## src/rtl/div_pkg.sv

```systemverilog
// Shared types and helpers for the bit-serial divisibility checkers.
package div_pkg;

  typedef enum logic [1:0] {
    StIdle,
    StShift,
    StDone
  } state_e;

  // Remainder width for divisor d: max(1, clog2(d)).
  function automatic int unsigned rem_width(input int unsigned d);
    int unsigned w;
    w = $clog2(d);
    return (w < 1) ? 1 : w;
  endfunction

endpackage

```

## src/rtl/mod_step.sv

```systemverilog
// One MSB-first remainder step: next = (2*rem + bit) mod DIVISOR, by conditional subtract.
module mod_step
  import div_pkg::*;
#(
  parameter int unsigned DIVISOR = 5,
  localparam int unsigned RW = rem_width(DIVISOR)
) (
  input  logic [RW-1:0] rem_i,
  input  logic          bit_i,
  output logic [RW-1:0] next_rem_o
);

  // DIVISOR <= 2**RW, so it always fits in RW+1 bits alongside t.
  localparam logic [RW:0] DivW = (RW + 1)'(DIVISOR);

  logic [RW:0] t;
  logic [RW:0] t_sub;

  always_comb begin
    t          = {rem_i, bit_i};
    t_sub      = t - DivW;
    next_rem_o = (t >= DivW) ? t_sub[RW-1:0] : t[RW-1:0];
  end

endmodule

```

## config.mk

```make
export PLATFORM = sky130hd
export DESIGN_NAME = mod_step
export DESIGN_NICKNAME = d
export VERILOG_FILES = /design/src/rtl/div_pkg.sv /design/src/rtl/mod_step.sv
export SDC_FILE = /design/constraint.sdc
export NUM_CORES = 1
export LEC_CHECK = 0
export ABC_AREA = 1
export BUFFER_PORTS_ARGS = -buffer_cell sky130_fd_sc_hd__buf_2
export CAP_MARGIN = 20
export CELL_PAD_IN_SITES_DETAIL_PLACEMENT = 1
export CELL_PAD_IN_SITES_GLOBAL_PLACEMENT = 2
export CORE_AREA = 2 2 39 41
export DETAILED_ROUTE_END_ITERATION = 12
export DIE_AREA = 0 0 41 43
export GPL_TIMING_DRIVEN = 1
export PLACE_DENSITY_LB_ADDON = 0.1
export SLEW_MARGIN = 20
export SYNTH_ARGS = -nofsm -noshare
export SYNTH_HDL_FRONTEND = slang
export SYNTH_SLANG_ARGS = --single-unit
```

## constraint.sdc

```tcl
create_clock -name vclk -period 1.16
set_input_delay 0.29 -clock vclk [all_inputs]
set_output_delay 0.29 -clock vclk [all_outputs]
set_load 0.03 [all_outputs]
```

### Yosys cells after proc, flatten, opt, wreduce, memory -nomap -nowiden

Cells that the tools add are included.

| operators by class | value |
|---|---|
| $add $sub $neg | 1 |
| $lt $le $gt $ge | 1 |
| mux-type cells | 1 |

Operator list:

| operator | count |
|---|---|
| >= comparator 4 x 3 -> 1 bit (second input constant) | 1 |
| 2-to-1 mux 3 bit | 1 |
| subtractor 3 bit (second input constant) | 1 |

| storage, ports and cells | value |
|---|---|
| register bits | 0 |
| input port bits | 4 |
| output and inout bits | 3 |

### Logic depth before layout (Yosys ltp)

Gate-level depths: netlist (run 1).

| depth | value |
|---|---|
| word-level depth | 2 |
| gate-level depth with buffers | 7 |
| gate-level depth less buffers | 7 |

### Least setup slack after synthesis (run 1)

No wires, ideal clock.

| path | value |
|---|---|
| kind | input -> output |
| start point | in rem_i[0] |
| end point | out next_rem_o[2] |
| data arrival time | 1.121 ns |
| required time | 0.870 ns |
| setup slack | -0.251 ns |
| cell stages on the path | 5 |
| cell sequence | inv_1 ha_1 inv_1 a21oi_1 a21oi_1 |

| between the ends | value |
|---|---|
| longest elaborated chain between the ends | 2 |

RTL lines:

| item | RTL line | source |
|---|---|---|
| start: declaration | mod_step.sv:8 | `input logic [RW-1:0] rem_i,` |
| >= comparator 4 x 3 -> 1 bit / subtractor 3 bit (equally long branches) | mod_step.sv:22, mod_step.sv:21 |  |
| 2-to-1 mux 3 bit * | mod_step.sv:22 | `next_rem_o = (t >= DivW) ? t_sub[RW-1:0] : t[RW-1:0];` |
| end: declaration | mod_step.sv:10 | `output logic [RW-1:0] next_rem_o` |

Mark *: on every way between the ends. The rest lies on a longest branch, timed or not.

### Final worst setup path (run 1)

Same ends and word-level chain as after synthesis.

==> results of run 1 <==
## report_power, final
part,internal [W],total (W),switching (W)
Combinational,0.0000688,0.000137,0.0000681
Clock,0,0,0
Sequential,0,0,0
## kinds of logic (layout without fill, tap and decap cells)
family                     count (synthesis)  count (layout)  synth area share, %
and+or+nand+nor                            9               9                 45.6
buffers and inverters                      5              19                 19.0
adders and majority gates                  2               2                 25.3
AOI/OAI and AO/OA                          2               2                 10.1
## timing repair
action	in CTS	in global routing
buffers inserted	1	1
pin swaps	8	3
resized for setup	16	4
setup endpoints to repair	3	3
## metal layers
layer  wire (um)  GRT usage [%]
met5           0              0
met4           0              0
met3          28              0
met2         167           7.19
met1         152           7.28
## worst min-delay path, stage by stage
cell	delay, ns
buf_8	0.10
nand4_1	0.12
nand2_4	0.06
buf_6	0.13
## worst max path at each step
stage / start / end / cells after the start / slack (ns)
after floorplan: bit_i / next_rem_o[2] / 5 / -0.01
after global placement: rem_i[0] / next_rem_o[0] / 8 / -0.27
after detailed placement: rem_i[0] / next_rem_o[0] / 8 / -0.28
after CTS: rem_i[0] / next_rem_o[1] / 9 / -0.17
after global routing: rem_i[0] / next_rem_o[0] / 8 / -0.20
final: rem_i[0] / next_rem_o[2] / 8 / -0.14
## final cells by class
cell class | count | area share, %
repair buffers | 14 | 42.4
multi-input cells | 13 | 41.6
well taps | 16 | 6.53
inverters | 5 | 9.39
## cells in the final DEF, fill, tap and decap left out
master	instances
ha_4	1
buf_4	6
nand2_2	4
nand4_1	2
buf_8	2
buf_6	4
buf_2	2
a21oi_2	2
nand2_4	2
inv_1	2
inv_4	2
nand3_2	1
ha_2	1
inv_6	1
## stage by stage
step | std cells | hold slack [ns] | instance area [um^2] | utilization [%]
after global routing | 48 | 1.01 | 307 | 22.2
after CTS | 47 | 0.993 | 285 | 20.6
after floorplan | 18 | 0.676 | 134 | -
after global placement | 46 | 1.02 | 226 | 16.4
after detailed placement | 46 | 1.02 | 226 | 16.4
final | 48 | 0.988 | 307 | 22.2
==> key figures, run 1 <==
Outcome
  – Outcome: finished with violations
  – Failing checks: negative setup slack

Layout
  – Clkbuf count: 0
  – FFs & Latches: 0
  – Share of layout cells above drive strength 1: 87.5%
  – Diode count: 0
  – FILL cells: 167
  – Multi-input logic area: 128 um^2
  – Area Growth Syn to Fin: 210%
  – Fin nets: 40
  – Sequential cell area: 0 um^2

Global routing
  – Largest net degree at the start of global routing: 4
  – Total global routing overflow: 0
  – Tot GR Track Use: 4.60%
  – First-pass GRT wire length: 607 um
  – Initial antenna violation count: 0
  – Vias in the first global route: 162

Yosys
  – Synth unique cells: 6
  – Syn Inst Count: 18
  – Yosys top cell by area: ha_1
  – Post-synthesis cell area: 98.8 um^2
  – Top cells by area, synth: ha_1 (25%), nand2_1 (23%), inv_1 (19%)
  – Post-synthesis net count: 24
  – Syn_area_per_cell: 5.49 um^2
  – Seq/Total Area, Yosys: 0%
  – Synth top cells by count: nand2_1 (6), inv_1 (5), a21oi_1 (2), ha_1 (2), nand4_1 (2)
  – Yosys Warn Count: 0
  – Yosys top cell area share: 25.3%
  – Most frequent cell after synthesis: nand2_1

Floorplan
  – DIE WIDTH: 41 um
  – I/O pin total: 7
  – Die H: 43 um
  – Initial core utilization: 7.14%
  – Die footprint: 0.00176 mm^2
  – Row count: 14
  – Core Area: 0.00138 mm^2

Hold path
  – HP Start: bit_i
  – Hold Path Class: in -> out
  – WHS Endpoint: next_rem_o[0]
  – Hold path cells: 4

STA
  – Final Hold Violating Endpoints: 0
  – Tmin final: 1.30 ns
  – RSZ-0062 raised after global routing: yes
  – Period utilization: 112%
  – Worst slew margin: 90.9%
  – Final setup viols: 3
  – Fmax: 769 MHz
  – Worst-Margin Slew: 0.136 ns
  – Final setup TNS: -0.407 ns
  – Worst setup margin: -0.140 ns
  – Max Slew Vio Count: 0

Pwr
  – Peak supply drop: 109 uV
  – Static Leak: 0.147 nW
  – Total Power: 0.000137 W
  – Pwr Density: 447 mW/mm^2

Setup path
  – WS Path Type: in -> out
  – Critical Path, Cell by Cell: buf_8 -> inv_6 -> ha_4 -> inv_4 -> buf_6 -> a21oi_2 -> a21oi_2 -> buf_6
  – Buf+Inv Stages, Crit Path: 5
  – CP required: 0.87 ns
  – Worst path max stage delay: 0.13 ns
  – Crit. End Element: output port
  – Crit path max-delay cell type: ha_4
  – Crit path max-delay family: buffers and inverters
  – CP startpoint kind: input pin
  – Crit Path Max Fanout: 2
  – Critical Path AT: 1.01 ns

Drt
  – DR vias/cell: 3.38
  – Detailed-route via count: 162
  – DRT antenna net count: 0
  – Drt pass-1 iters: 2
  – Routed WL per cell: 7.25 um
  – DRC Markers: 0
  – Drt total wl: 348 um
  – DRT iter0 DRCs: 1

Placed design
  – # port buffers: 7
  – Worst slack, placed: -0.278 ns
  – Hpwl dp: 320 um
  – Final RePlAce weighted congestion: 0.635

Clocking
  – Hold-fix buffers at CTS: 0

Run
  – Max cap viols: 0
Note: power is estimated with default switching activity, not from simulation.
==> run 2: changes to the inputs <==
==> constraint.sdc (replaced) <==
create_clock -name vclk -period 1.3
set_input_delay 0.325 -clock vclk [all_inputs]
set_output_delay 0.325 -clock vclk [all_outputs]
set_load 0.03 [all_outputs]
==> run 2 against run 1 <==
Effect of this change: the flow still finishes with violations (negative setup slack); worst hold slack improved by 0.012 ns; wire length up 6.0%; utilization down 1.7 points; non-clock buffer count fell by 2; combinational power down 16%; final area is 7.8% lower.
==> key figures, run 2 (same netlist as run 1, synthesis figures left out) <==
Floorplan
  – I/O pin total: 7 (unchanged)
  – Die H: 43 um (unchanged)
  – Die footprint: 0.00176 mm^2 (unchanged)
  – Row count: 14 (unchanged)
  – Core Area: 0.00138 mm^2 (unchanged)
  – Initial core utilization: 7.14% (unchanged)
  – DIE WIDTH: 41 um (unchanged)

Run
  – Max cap viols: 0 (unchanged)

Layout
  – Multi-input logic area: 116 um^2 (-8.8%)
  – Diode count: 0 (unchanged)
  – Area Growth Syn to Fin: 186%
  – Post-route cell area: 283 um^2 (-7.8%)
  – FFs & Latches: 0 (unchanged)
  – Sequential cell area: 0 um^2 (unchanged)
  – Share of layout cells above drive strength 1: 80.0% (-7.5 points)
  – Fin nets: 38 (-5.0%)
  – Final Non-Filler Cells: 46 (-4.2%)
  – Most frequent cells in the layout: nand2_2 (4), buf_6 (4), buf_4 (4)
  – FILL cells: 173 (+3.6%)
  – Clkbuf count: 0 (unchanged)

Drt
  – Routed WL per cell: 8.02 um (+11%)
  – Drt pass-1 iters: 1 (-1)
  – Drt total wl: 369 um (+6.0%)
  – DRT antenna net count: 0 (unchanged)
  – Detailed-route via count: 159 (-1.9%)
  – DRC Markers: 0 (unchanged)
  – DRT iter0 DRCs: 0 (-1)
  – DR vias/cell: 3.46 (+2.4%)

Global routing
  – Initial antenna violation count: 0 (unchanged)
  – First-pass GRT wire length: 586 um (-3.5%)
  – Largest net degree at the start of global routing: 5 (+1)
  – Total global routing overflow: 0 (unchanged)
  – Vias in the first global route: 169 (+4.3%)
  – Tot GR Track Use: 4.40% (-0.20 points)

Placed design
  – # port buffers: 7 (unchanged)
  – Final RePlAce weighted congestion: 0.600 (-5.5%)
  – DP Area: 195 um^2 (-14%)
  – Hpwl dp: 291 um (-9.1%)
  – Placed cell count: 45 (-2.2%)

STA
  – Final Hold Violating Endpoints: 0 (unchanged)
  – Final setup TNS: -0.151 ns (+0.256 ns)
  – Worst-Margin Slew: 0.165 ns (+0.0291 ns)
  – Worst slew margin: 89.0% (-1.9 points)
  – RSZ-0062 raised after global routing: yes
  – Max Slew Vio Count: 0 (unchanged)
  – Worst setup margin: -0.0610 ns (+0.0794 ns)
  – Period utilization: 105%
  – Fmax: 735 MHz
  – Tmin final: 1.36 ns
  – Final setup viols: 3 (unchanged)
  – Hold_ws: 1.00 ns (+0.0123 ns)

Pwr
  – Total Power: 0.000115 W (-16%)
  – Peak supply drop: 70.1 uV (-36%)
  – Static Leak: 0.135 nW (-7.8%)
  – Pwr Density: 408 mW/mm^2 (-8.7%)

Hold path
  – HP Start: rem_i[1]
  – Hold path cells: 3 (-1)
  – Hold Path Class: in -> out
  – WHS Endpoint: next_rem_o[2]

Setup path
  – Crit. End Element: output port
  – Crit Path Max Fanout: 3 (+1)
  – WS Path Type: in -> out
  – Beginning of the critical path: rem_i[0]
  – Critical Path AT: 1.04 ns (+0.03 ns)
  – CP startpoint kind: input pin
  – CP required: 0.98 ns (+0.11 ns)

Outcome
  – Failing checks: negative setup slack
  – Outcome: finished with violations
-- run 2: cell count changes in the layout (fill, tap and decap cells not counted), sizes merged --
| cell | previous run | this run |
|---|---|---|
| buf | 14 | 12 |
-- run 2: layout make-up --
type,count,share of cell area [%]
tap,16,7.08
timing repair buffer,12,40.7
inverter,5,11.1
multi-input combinational,13,41.2
-- run 2: worst max-delay path by stage --
stage,to,slack (ns)
after CTS,next_rem_o[0],-0.08
after global routing,next_rem_o[0],-0.1
after global placement,next_rem_o[1],-0.24
after floorplan,next_rem_o[2],0.02
final,next_rem_o[0],-0.06
after detailed placement,next_rem_o[1],-0.23
-- run 2: critical path, cell delays in order --
cell,delay [ns]
buf_8,0.10
inv_6,0.05
ha_2,0.17
nand2_2,0.06
nand3_2,0.09
nand2_1,0.06
nand2_2,0.06
buf_6,0.12
-- run 2: report_power, final --
part	switching (W)	leakage, nW	total [W]	internal (W)
Combinational	0.0000588	0.135	0.000115	0.0000566
Clock	0	0	0	0
Sequential	0	0	0	0
-- run 2: routing by layer --
layer	vias to the layer above	track usage, %	wire length [um]
li1	81	-	-
met1	75	5.06	129
met2	3	8.75	226
met3	0	0	13
met4	0	0	0
met5	-	0	0
-- run 2: metrics by stage --
stage               setup WS [ns]  utilization [%]
global placement           -0.240             14.1
finish                    -0.0610             20.4
floorplan                  0.0187                -
detailed placement         -0.229             14.1
CTS                       -0.0843             18.8
global route              -0.0976             20.4
-- run 2: repair_timing --
action | 4_1_cts | 5_1_grt
setup buffers | 1 | 0
pin swaps | 5 | 4
setup endpoints to repair | 3 | 3
hold buffers | 0 | 0
gates resized for setup | 17 | 7
